===== config.mk =====
export PLATFORM = sky130hd
export DESIGN_NAME = imem_loader
export DESIGN_NICKNAME = d
export VERILOG_FILES = /design/src/rtl/imem_loader_pkg.sv /design/src/rtl/imem_loader_byte_packer.sv /design/src/rtl/imem_loader.sv
export SDC_FILE = /design/constraint.sdc
export NUM_CORES = 1
export LEC_CHECK = 0
export ABC_AREA = 0
export BUFFER_PORTS_ARGS = -buffer_cell sky130_fd_sc_hd__buf_2
export CORE_MARGIN = 8
export CORE_UTILIZATION = 45
export DETAILED_ROUTE_END_ITERATION = 6
export PLACE_DENSITY_LB_ADDON = 0.15
export SLEW_MARGIN = 20
export SYNTH_ARGS = -nofsm -noshare
export SYNTH_HDL_FRONTEND = slang
export SYNTH_SLANG_ARGS = --single-unit

===== constraint.sdc =====
create_clock -name clk -period 2.5 [get_ports clk]
set_clock_uncertainty 0.15 [all_clocks]
set_input_delay 0.25 -clock clk [delete_from_list [all_inputs] [get_ports clk]]
set_output_delay 0.25 -clock clk [all_outputs]
set_load 0.01 [all_outputs]

===== src/rtl/imem_loader_pkg.sv =====
// imem_loader_pkg: shared constants, loader state type and a state decode helper.
// Optional feature macro: IMEM_LOADER_CHECKSUM_EN (adds the trailing checksum state).
package imem_loader_pkg;

    localparam int HDR_BYTES      = 2;
    localparam int BYTES_PER_WORD = 4;

    localparam logic [2:0] ST_IDLE    = 3'd0;
    localparam logic [2:0] ST_HDR0    = 3'd1;
    localparam logic [2:0] ST_HDR1    = 3'd2;
    localparam logic [2:0] ST_PAYLOAD = 3'd3;
    localparam logic [2:0] ST_CHK     = 3'd4;
    localparam logic [2:0] ST_DONE    = 3'd5;

    typedef enum logic [2:0] {
        IDLE    = ST_IDLE,
        HDR0    = ST_HDR0,
        HDR1    = ST_HDR1,
        PAYLOAD = ST_PAYLOAD,
`ifdef IMEM_LOADER_CHECKSUM_EN
        CHK     = ST_CHK,
`endif
        DONE    = ST_DONE
    } state_t;

    // States in which the loader takes bytes from the stream.
    function automatic logic accepts_bytes(input state_t s);
        logic r;
        r = 1'b0;
        case (s)
            HDR0, HDR1, PAYLOAD: r = 1'b1;
`ifdef IMEM_LOADER_CHECKSUM_EN
            CHK:                 r = 1'b1;
`endif
            default:             r = 1'b0;
        endcase
        return r;
    endfunction

endpackage


===== src/rtl/imem_loader_byte_packer.sv =====
// imem_loader_byte_packer: shifts 8-bit lanes into a little-endian 32-bit word,
// tracks the byte index and emits a registered one-cycle word-complete pulse.
// Optional feature macro: none (IMEM_LOADER_CHECKSUM_EN does not affect this block).
module imem_loader_byte_packer
    import imem_loader_pkg::*;
(
    input  logic        clk,
    input  logic        rst_n,
    input  logic        clear,
    input  logic        in_valid,
    input  logic [7:0]  in_byte,
    output logic        completing,
    output logic [31:0] word,
    output logic        word_valid
);

    localparam int LANE_BITS = 8 * (BYTES_PER_WORD - 1);

    logic [1:0]           idx_q;
    logic [LANE_BITS-1:0] acc_q;

    // The byte being accepted this cycle is the last lane of a word.
    assign completing = in_valid && (idx_q == 2'(BYTES_PER_WORD - 1));

    // Shift bytes in from the top so the first byte lands in bits [7:0].
    always_ff @(posedge clk or negedge rst_n) begin
        if (!rst_n) begin
            idx_q      <= '0;
            acc_q      <= '0;
            word       <= '0;
            word_valid <= 1'b0;
        end else begin
            // NOTE: sequential state uses <= so every flop samples pre-edge values.
            word_valid <= completing;
            if (clear) begin
                idx_q <= '0;
            end else if (in_valid) begin
                if (completing) begin
                    idx_q <= '0;
                    word  <= {in_byte, acc_q};
                end else begin
                    idx_q <= idx_q + 2'd1;
                    acc_q <= {in_byte, acc_q[LANE_BITS-1:8]};
                end
            end
        end
    end

endmodule


===== src/rtl/imem_loader.sv =====
// imem_loader: boot-time instruction memory writer. Parses a 2-byte word count,
// packs payload bytes into words, writes them at consecutive addresses and holds
// the core in stall until a clean load completes.
// Optional feature macro: IMEM_LOADER_CHECKSUM_EN (trailing XOR checksum byte).
module imem_loader
    import imem_loader_pkg::*;
#(
    parameter int              DATA      = 32,
    parameter int              ADDR      = 32,
    parameter int              MEM_DEPTH = 256,
    parameter logic [ADDR-1:0] BASE_ADDR = '0
) (
    input  logic            clk,
    input  logic            rst_n,
    input  logic            start,
    input  logic            rx_valid,
    input  logic [7:0]      rx_data,
    output logic            rx_ready,
    output logic            WE,
    output logic [DATA-1:0] WD,
    output logic [ADDR-1:0] WA,
    output logic            core_hold,
    output logic            done,
    output logic            err
);

    localparam int          CNT_W   = 8 * HDR_BYTES;
    localparam logic [31:0] DEPTH_U = MEM_DEPTH;

    state_t           state_q, state_d;
    logic             err_d;
    logic [CNT_W-1:0] count_q;
    logic [CNT_W-1:0] hdr_count;
    logic [CNT_W-1:0] word_idx_q;
    logic             xfer;
    logic             restart;
    logic             pk_in;
    logic             pk_completing;
    logic             pk_valid;
    logic [31:0]      pk_word;
    logic             last_word;
`ifdef IMEM_LOADER_CHECKSUM_EN
    logic [7:0]       csum_q;
`endif

    assign xfer      = rx_valid && rx_ready;
    assign restart   = start && (state_q == IDLE || state_q == DONE);
    assign pk_in     = xfer && (state_q == PAYLOAD);
    assign hdr_count = {rx_data, count_q[7:0]};
    assign last_word = pk_completing && (word_idx_q == count_q - CNT_W'(1));

    imem_loader_byte_packer u_byte_packer (
        .clk        (clk),
        .rst_n      (rst_n),
        .clear      (restart),
        .in_valid   (pk_in),
        .in_byte    (rx_data),
        .completing (pk_completing),
        .word       (pk_word),
        .word_valid (pk_valid)
    );

    assign WE = pk_valid;
    assign WD = pk_word;

    // State register.
    always_ff @(posedge clk or negedge rst_n) begin
        if (!rst_n) state_q <= IDLE;
        else        state_q <= state_d;
    end

    // Next-state and next-error logic.
    always_comb begin
        // NOTE: defaults first so every path assigns state_d/err_d and no latch is inferred.
        state_d = state_q;
        err_d   = err;
        case (state_q)
            IDLE: begin
                if (start) begin
                    state_d = HDR0;
                    err_d   = 1'b0;
                end
            end
            HDR0: begin
                if (xfer) state_d = HDR1;
            end
            HDR1: begin
                if (xfer) begin
                    if (hdr_count == '0) begin
                        state_d = DONE;
                    end else if (32'(hdr_count) > DEPTH_U) begin
                        state_d = DONE;
                        err_d   = 1'b1;
                    end else begin
                        state_d = PAYLOAD;
                    end
                end
            end
            PAYLOAD: begin
                if (last_word) begin
`ifdef IMEM_LOADER_CHECKSUM_EN
                    state_d = CHK;
`else
                    state_d = DONE;
`endif
                end
            end
`ifdef IMEM_LOADER_CHECKSUM_EN
            CHK: begin
                if (xfer) begin
                    state_d = DONE;
                    if (rx_data != csum_q) err_d = 1'b1;
                end
            end
`endif
            DONE: begin
                if (start) begin
                    state_d = HDR0;
                    err_d   = 1'b0;
                end
            end
            default: state_d = IDLE;
        endcase
    end

    // Status outputs are registered from the next state so they change with it.
    always_ff @(posedge clk or negedge rst_n) begin
        if (!rst_n) begin
            rx_ready  <= 1'b0;
            done      <= 1'b0;
            err       <= 1'b0;
            core_hold <= 1'b1;
        end else begin
            rx_ready  <= accepts_bytes(state_d);
            done      <= (state_d == DONE);
            err       <= err_d;
            core_hold <= !((state_d == DONE) && !err_d);
        end
    end

    // Header count capture, word index and write address.
    always_ff @(posedge clk or negedge rst_n) begin
        if (!rst_n) begin
            count_q    <= '0;
            word_idx_q <= '0;
            WA         <= BASE_ADDR;
        end else begin
            if (xfer && state_q == HDR0) count_q[7:0]  <= rx_data;
            if (xfer && state_q == HDR1) count_q[15:8] <= rx_data;
            if (restart) begin
                word_idx_q <= '0;
            end else if (pk_completing) begin
                word_idx_q <= word_idx_q + CNT_W'(1);
                WA         <= BASE_ADDR + (ADDR'(word_idx_q) << 2);
            end
        end
    end

`ifdef IMEM_LOADER_CHECKSUM_EN
    // Running XOR over header and payload bytes.
    always_ff @(posedge clk or negedge rst_n) begin
        if (!rst_n) begin
            csum_q <= '0;
        end else if (restart) begin
            csum_q <= '0;
        end else if (xfer && (state_q == HDR0 || state_q == HDR1 || state_q == PAYLOAD)) begin
            csum_q <= csum_q ^ rx_data;
        end
    end
`endif

endmodule

Word-level counts from Yosys, hierarchy flattened
Cells that the tools add are included.

storage, ports and cells
  register bits after elaboration = 114
  latch bits = 0
  bits in writable memories = 0
  bits in read-only memories = 0
  output and inout bits = 69
  memories = 0

operators by class
  $add $sub $neg = 3
  multipliers = 0
  divide/modulo/power cells = 0
  magnitude comparators = 1
  eq/ne operators = 10
  shift operators = 0
  mux-type cells = 18
  bitwise logic cells = 2
  reductions and logical operators = 20

operators by type and width
  cell                                                                    count
  16-bit two-way mux                                                      2
  3-bit two-way mux                                                       6
  16-bit by 1-bit adder with 16-bit output (second input constant)        1
  16-bit == test                                                          1
  16-bit by 9-bit > comparator with 1-bit output (second input constant)  1
  16-bit zero test                                                        1
  16-bit by 1-bit subtractor with 16-bit output (second input constant)   1
  3-bit by 2-bit == test with 1-bit output (second input constant)        4
  3-bit one-hot mux with 4 select lines                                   1
  1-bit logical AND                                                       8
  3-bit by 1-bit == test with 1-bit output (second input constant)        2
  3-bit == test (second input constant)                                   2
  2-bit two-way mux                                                       3
  3-bit AND reduction                                                     2
  1-bit two-way mux                                                       5
  2-bit nonzero test                                                      2
  3-bit zero test                                                         1
  3-bit OR reduction                                                      1
  2-bit by 1-bit adder with 2-bit output (second input constant)          1
  2-bit == test (second input constant)                                   1
  1-bit zero test                                                         2
  1-bit NOT                                                               2
  1-bit one-hot mux with 2 select lines                                   1
  2-bit AND reduction                                                     1
  other kinds (2)                                                         2

Depth between registers and ports, before layout
  word-level depth = 9
  mapped depth = 8
  gate-level depth less buffers = 8

By module
Synthesis repeated with hierarchy kept, for this count alone.

second synthesis, totals
  cells, all modules = 418
  area, all modules = 5265.0 um2

modules (own cells, without submodules)
  module                   times used  cells an instance  area each (um2)  seq. area each (um2)
  imem_loader              1           288                3029.2           1377.6
  imem_loader_byte_packer  1           130                2235.9           1476.4

Worst setup path before layout
OpenSTA, ideal clock, no wires.

  kind = reg2reg
  start point = register count_q[0]
  end point = register state_q[1]
  library setup time = 136 ps
  data arrival time = 2347 ps
  data required time = 2214 ps
  setup slack = -133 ps
  stages on the path, launching flop included = 9
  clock period less this slack = 2633 ps
  path through = dfrtp_1 inv_1 ha_1 nor3b_1 nand3_1 xnor2_1 or4_1 nor4_4 a211oi_1

on the way
  word-level cells in the longest chain between the ends = 5
  elaborated cells between the ends (all ways) = 10
  those cells by class = add/sub (1); order compare (1); eq/ne (1); mux (5); reduce/logical (2)

ends and longest elaborated chain
  element                                                                                                          line                                   text
  start, declared                                                                                                  imem_loader.sv:32                      logic [CNT_W-1:0] count_q;
  start signal, assigned                                                                                           imem_loader.sv:148                     if (xfer && state_q == HDR0) count_q[7:0] <= rx_data;
  16-bit by 1-bit subtractor with 16-bit output or 16-bit by 9-bit > comparator with 1-bit output (tied branches)  imem_loader.sv:50, imem_loader.sv:91
  16-bit == test or 3-bit two-way mux (tied branches)                                                              imem_loader.sv:50, imem_loader.sv:91
  1-bit logical AND or 3-bit two-way mux (tied branches)                                                           imem_loader.sv:50, imem_loader.sv:89
  3-bit two-way mux (on tied branches)                                                                             imem_loader.sv:100, imem_loader.sv:88
  3-bit one-hot mux with 4 select lines (*)                                                                        imem_loader.sv:77                      case (state_q)
  via state_d[1]                                                                                                   imem_loader.sv:30                      state_t state_q, state_d;
  end signal, assigned                                                                                             imem_loader.sv:69                      else state_q <= state_d;
  end, declared                                                                                                    imem_loader.sv:30

The timed path passes the listed nets; every way through them passes the cells marked *.
A chain may end at the register's enable or synchronous reset.

Worst setup path after layout
  start point = input rx_data[5]
  end point = register rx_ready

on the way
  word-level cells in the longest chain between the ends = 8
  elaborated cells between the ends (all ways) = 11
  those cells by class = order compare (1); eq/ne (3); mux (5); reduce/logical (2)

ends and longest elaborated chain
  element                                                                                               line                   text
  start, declared                                                                                       imem_loader.sv:17      input logic [7:0] rx_data,
  16-bit by 9-bit > comparator with 1-bit output                                                        imem_loader.sv:91      end else if (32'(hdr_count) > DEPTH_U) begin
  3-bit two-way mux                                                                                     imem_loader.sv:91
  3-bit two-way mux (*)                                                                                 imem_loader.sv:89      if (hdr_count == '0) begin
  3-bit two-way mux (*)                                                                                 imem_loader.sv:88      if (xfer) begin
  3-bit one-hot mux with 4 select lines (*)                                                             imem_loader.sv:77
  3-bit by 1-bit == test with 1-bit output or 3-bit by 2-bit == test with 1-bit output (tied branches)  imem_loader_pkg.sv:30  case (s)
  3-bit OR reduction (*)                                                                                imem_loader_pkg.sv:30
  1-bit two-way mux (*)                                                                                 imem_loader_pkg.sv:30
  end signal, assigned                                                                                  imem_loader.sv:134     rx_ready <= accepts_bytes(state_d);
  end, declared                                                                                         imem_loader.sv:18      output logic rx_ready,

Mark *: on every way between the ends. The rest lies on a longest branch, timed or not.

==> results.cfg <==
[run_status]
outcome = finished, final reports clean

[setup_path]
worst_setup_path_end_kind = register
cpMaxStageDelayCell = dlygate4sd3_1
critical_path_class = in2reg
cp_top_family = simple AND/OR/NAND/NOR gates
crit_arrival_ns = 2.57
start_kind = primary input
required_ns = 2.66
worst-path-buf-inv = 3
slowest_delay_ns = 0.53
rr_worst_depth = 7
r2r_slack_ns = 0.10
worstPathMaxFanout = 5
path_cells = dlygate4sd3_1 -> buf_2 -> or4_1 -> nor4_1 -> and3_1 -> o32a_1 -> inv_1 -> a211oi_1
r2r-end = done$_DFF_PN0_
rr_startpoint = count_q[3]$_DFFE_PN0P_

[power]
ir_worst_vdd_uv = 542
powerDensity_nw_per_um2 = 1070
p_leak_nw = 3.19

[detailed_routing]
drcViolationCount = 0
vias = 3434
drt-met1-wl_um = 5160
wirelength_um = 11400
drtIter0Drc = 148
dr_wl_met2_um = 5410
met3_length_um = 662
ant_nets = 0
wl_per_cell_um = 17.3
routed.top_layer = met4
avgViaCountPerCell = 5.20
first_pass_iters = 4

[sta]
setup_viol = 0
layout_setup_ws_ns = 0.0897
finalHoldViolations = 0
rsz0062_at_grt = yes
slew_viol_final = 0
setup_tns_ns = 0
fmax_ghz = 0.415
post-route-period-util = 0.964
period_minus_slack_ns = 2.41

[layout]
num_antenna_cells = 0
post-route-util = 0.572
fin_cells = 660
layout-drive-gt1-share = 0.439
n_fill_cell = 943
multi_input_area_sq_um = 2250
seqCellArea_sq_um = 2860
syn2layout_area_growth_pct = 24.9
final_common_cell = dfrtp_1
layout_common_cells = dfrtp_1, mux2_2, buf_2
nets = 520

[floorplanning]
rows = 39
initial_core_util = 0.458
die_area_sq_um = 15300
die_h_um = 124
core_sq_um = 11400
io_pins = 81
die-width_um = 124

[cts]
cts.sinks = 114
tritoncts = done
cts_root_buf = clkbuf_16
clockBufferDepth = 2
cts.clk_slew.worst_paths_ns = 0.05
cts_buffers = 17
clk_latency_ns = 0.41
cts_max_level = 4

[logic_synthesis]
synth-seq-cells = 114
yosys_warnings = 0
synth_xor_area_frac = 0.0649
async_flop_share = 1.00
synth_compound_area_frac = 0.0433
synthAdderAreaFrac = 0.00721
synth_simple_gate_area_frac = 0.101
syn-cell-area_sq_um = 5210
synthFlopType = dfrtp_1
muxShareOfSynthArea = 0.188
synth_cells = 416
ys_seq_area_frac = 0.548
synth_edf_count = 0
synth_cell_types = 55
avgSynthCellArea_sq_um = 12.5
synth_top_family_by_area = multiplexers

[place]
gp_congestion = 0.855
port_buffers = 64
hpwl_um = 8000
placedCellCount = 622
dp_slack_ns = -0.0520

[grt]
grt_pass1_vias = 3562
grt-ovfl-total = 0
grt_pass1_wl_um = 18900
grt_use_total = 0.165
grt_max_degree = 56
antenna_found_initial = 0

[hold_path]
timing.hold.worst.class = in2reg
min_to = count_q[1]$_DFFE_PN0P_
hold_depth = 3
worstHoldStart = rx_data[1]

[job]
drv_cap = 0
## cells by family after synthesis
| group | count (synthesis) |
|---|---|
| compound gates | 34 |
| mux | 87 |
| other cells | 1 |
| simple gates | 95 |
| fa+ha+maj | 3 |
| buf+inv | 45 |
| flops | 114 |
| xor+xnor | 37 |
## metrics by stage
step / instance area (sq um) / hold slack [ns] / total power, mW
after global placement: 5760 / 0.0767 / 4.31
after global routing: 6500 / 0.0148 / 7.34
final: 6500 / 0.0228 / 6.93
after detailed placement: 5760 / 0.0842 / 4.37
after floorplan: 5270 / -0.196 / 3.78
after CTS: 6390 / 0.000593 / 6.86
## registers in the layout (all words and copies together) (netlist names), 2 cells and up
name                 cells
u_byte_packer.acc_q     24
state_q                  3
u_byte_packer.word      32
word_idx_q              16
u_byte_packer.idx_q      2
WA                      16
count_q                 16
## worst max path at each step
stage	from	to	slack [ns]	cells after the start
3_3_place_gp	count_q[0]$_DFFE_PN0P_	state_q[1]$_DFF_PN0_	-0.001	6
5_1_grt	count_q[0]$_DFFE_PN0P_	done$_DFF_PN0_	-0.008	6
4_1_cts	count_q[1]$_DFFE_PN0P_	done$_DFF_PN0_	0.006	8
6_report	rx_data[5]	rx_ready$_DFF_PN0_	0.09	8
2_1_floorplan	count_q[0]$_DFFE_PN0P_	state_q[1]$_DFF_PN0_	0.01	8
3_5_place_dp	count_q[0]$_DFFE_PN0P_	rx_ready$_DFF_PN0_	-0.05	6
## power breakdown
part	internal (mW)	total [mW]	switching, mW
registers	2.28	2.66	0.380
logic	0.962	1.83	0.869
clock network	1.63	2.44	0.804
total	4.88	6.93	2.05
## routing by layer
layer / vias to the layer above / global-route usage
met5: - / 0
met4: 0 / 0.0760
met3: 16 / 0.0511
met2: 86 / 0.249
met1: 1712 / 0.214
li1: 1620 / -
## cell usage after synthesis, drive strengths merged (2+ instances only)
cell,n,area share
xor2,21,0.035
nor3,8,0.0087
nand4,8,0.0096
a211oi,2,0.0029
clkbuf,11,0.0082
nor3b,2,0.0029
or3,2,0.0024
o22ai,2,0.0024
dfrtp,113,0.54
o21ai,8,0.0077
nor2,23,0.017
inv,8,0.0058
ha,3,0.0072
nand2,15,0.011
mux2,86,0.19
buf,26,0.033
o221ai,2,0.0034
or4,5,0.0079
a21oi,8,0.0077
and3,4,0.0048
xnor2,15,0.025
nand3,9,0.0087
nand2b,5,0.0060
nor4,7,0.011
## tightest hold or removal path, delay by kind of cell
kind | cells | cell delay (ns)
buffers and inverters | 1 | 0.15
and+or+nand+nor | 1 | 0.07
AOI/OAI and AO/OA | 1 | 0.07
## final cells by class
type | instances | share of cell area
flip-flops and latches | 114 | 0.439
multi-input cells | 272 | 0.346
repair buffers | 92 | 0.0895
clock buffers | 22 | 0.0729
well taps | 143 | 0.0275
clock inverters | 9 | 0.0200
inverters | 8 | 0.00462
## what timing repair did
action                     4_1_cts  5_1_grt
pin swaps                        0        7
gates resized for setup          1       17
buffers inserted                 0        5
hold endpoints to repair        34        2
cloned                           0        0
hold buffers                     2        1
setup endpoints to repair        5        5
(Power assumes the default switching activity.)
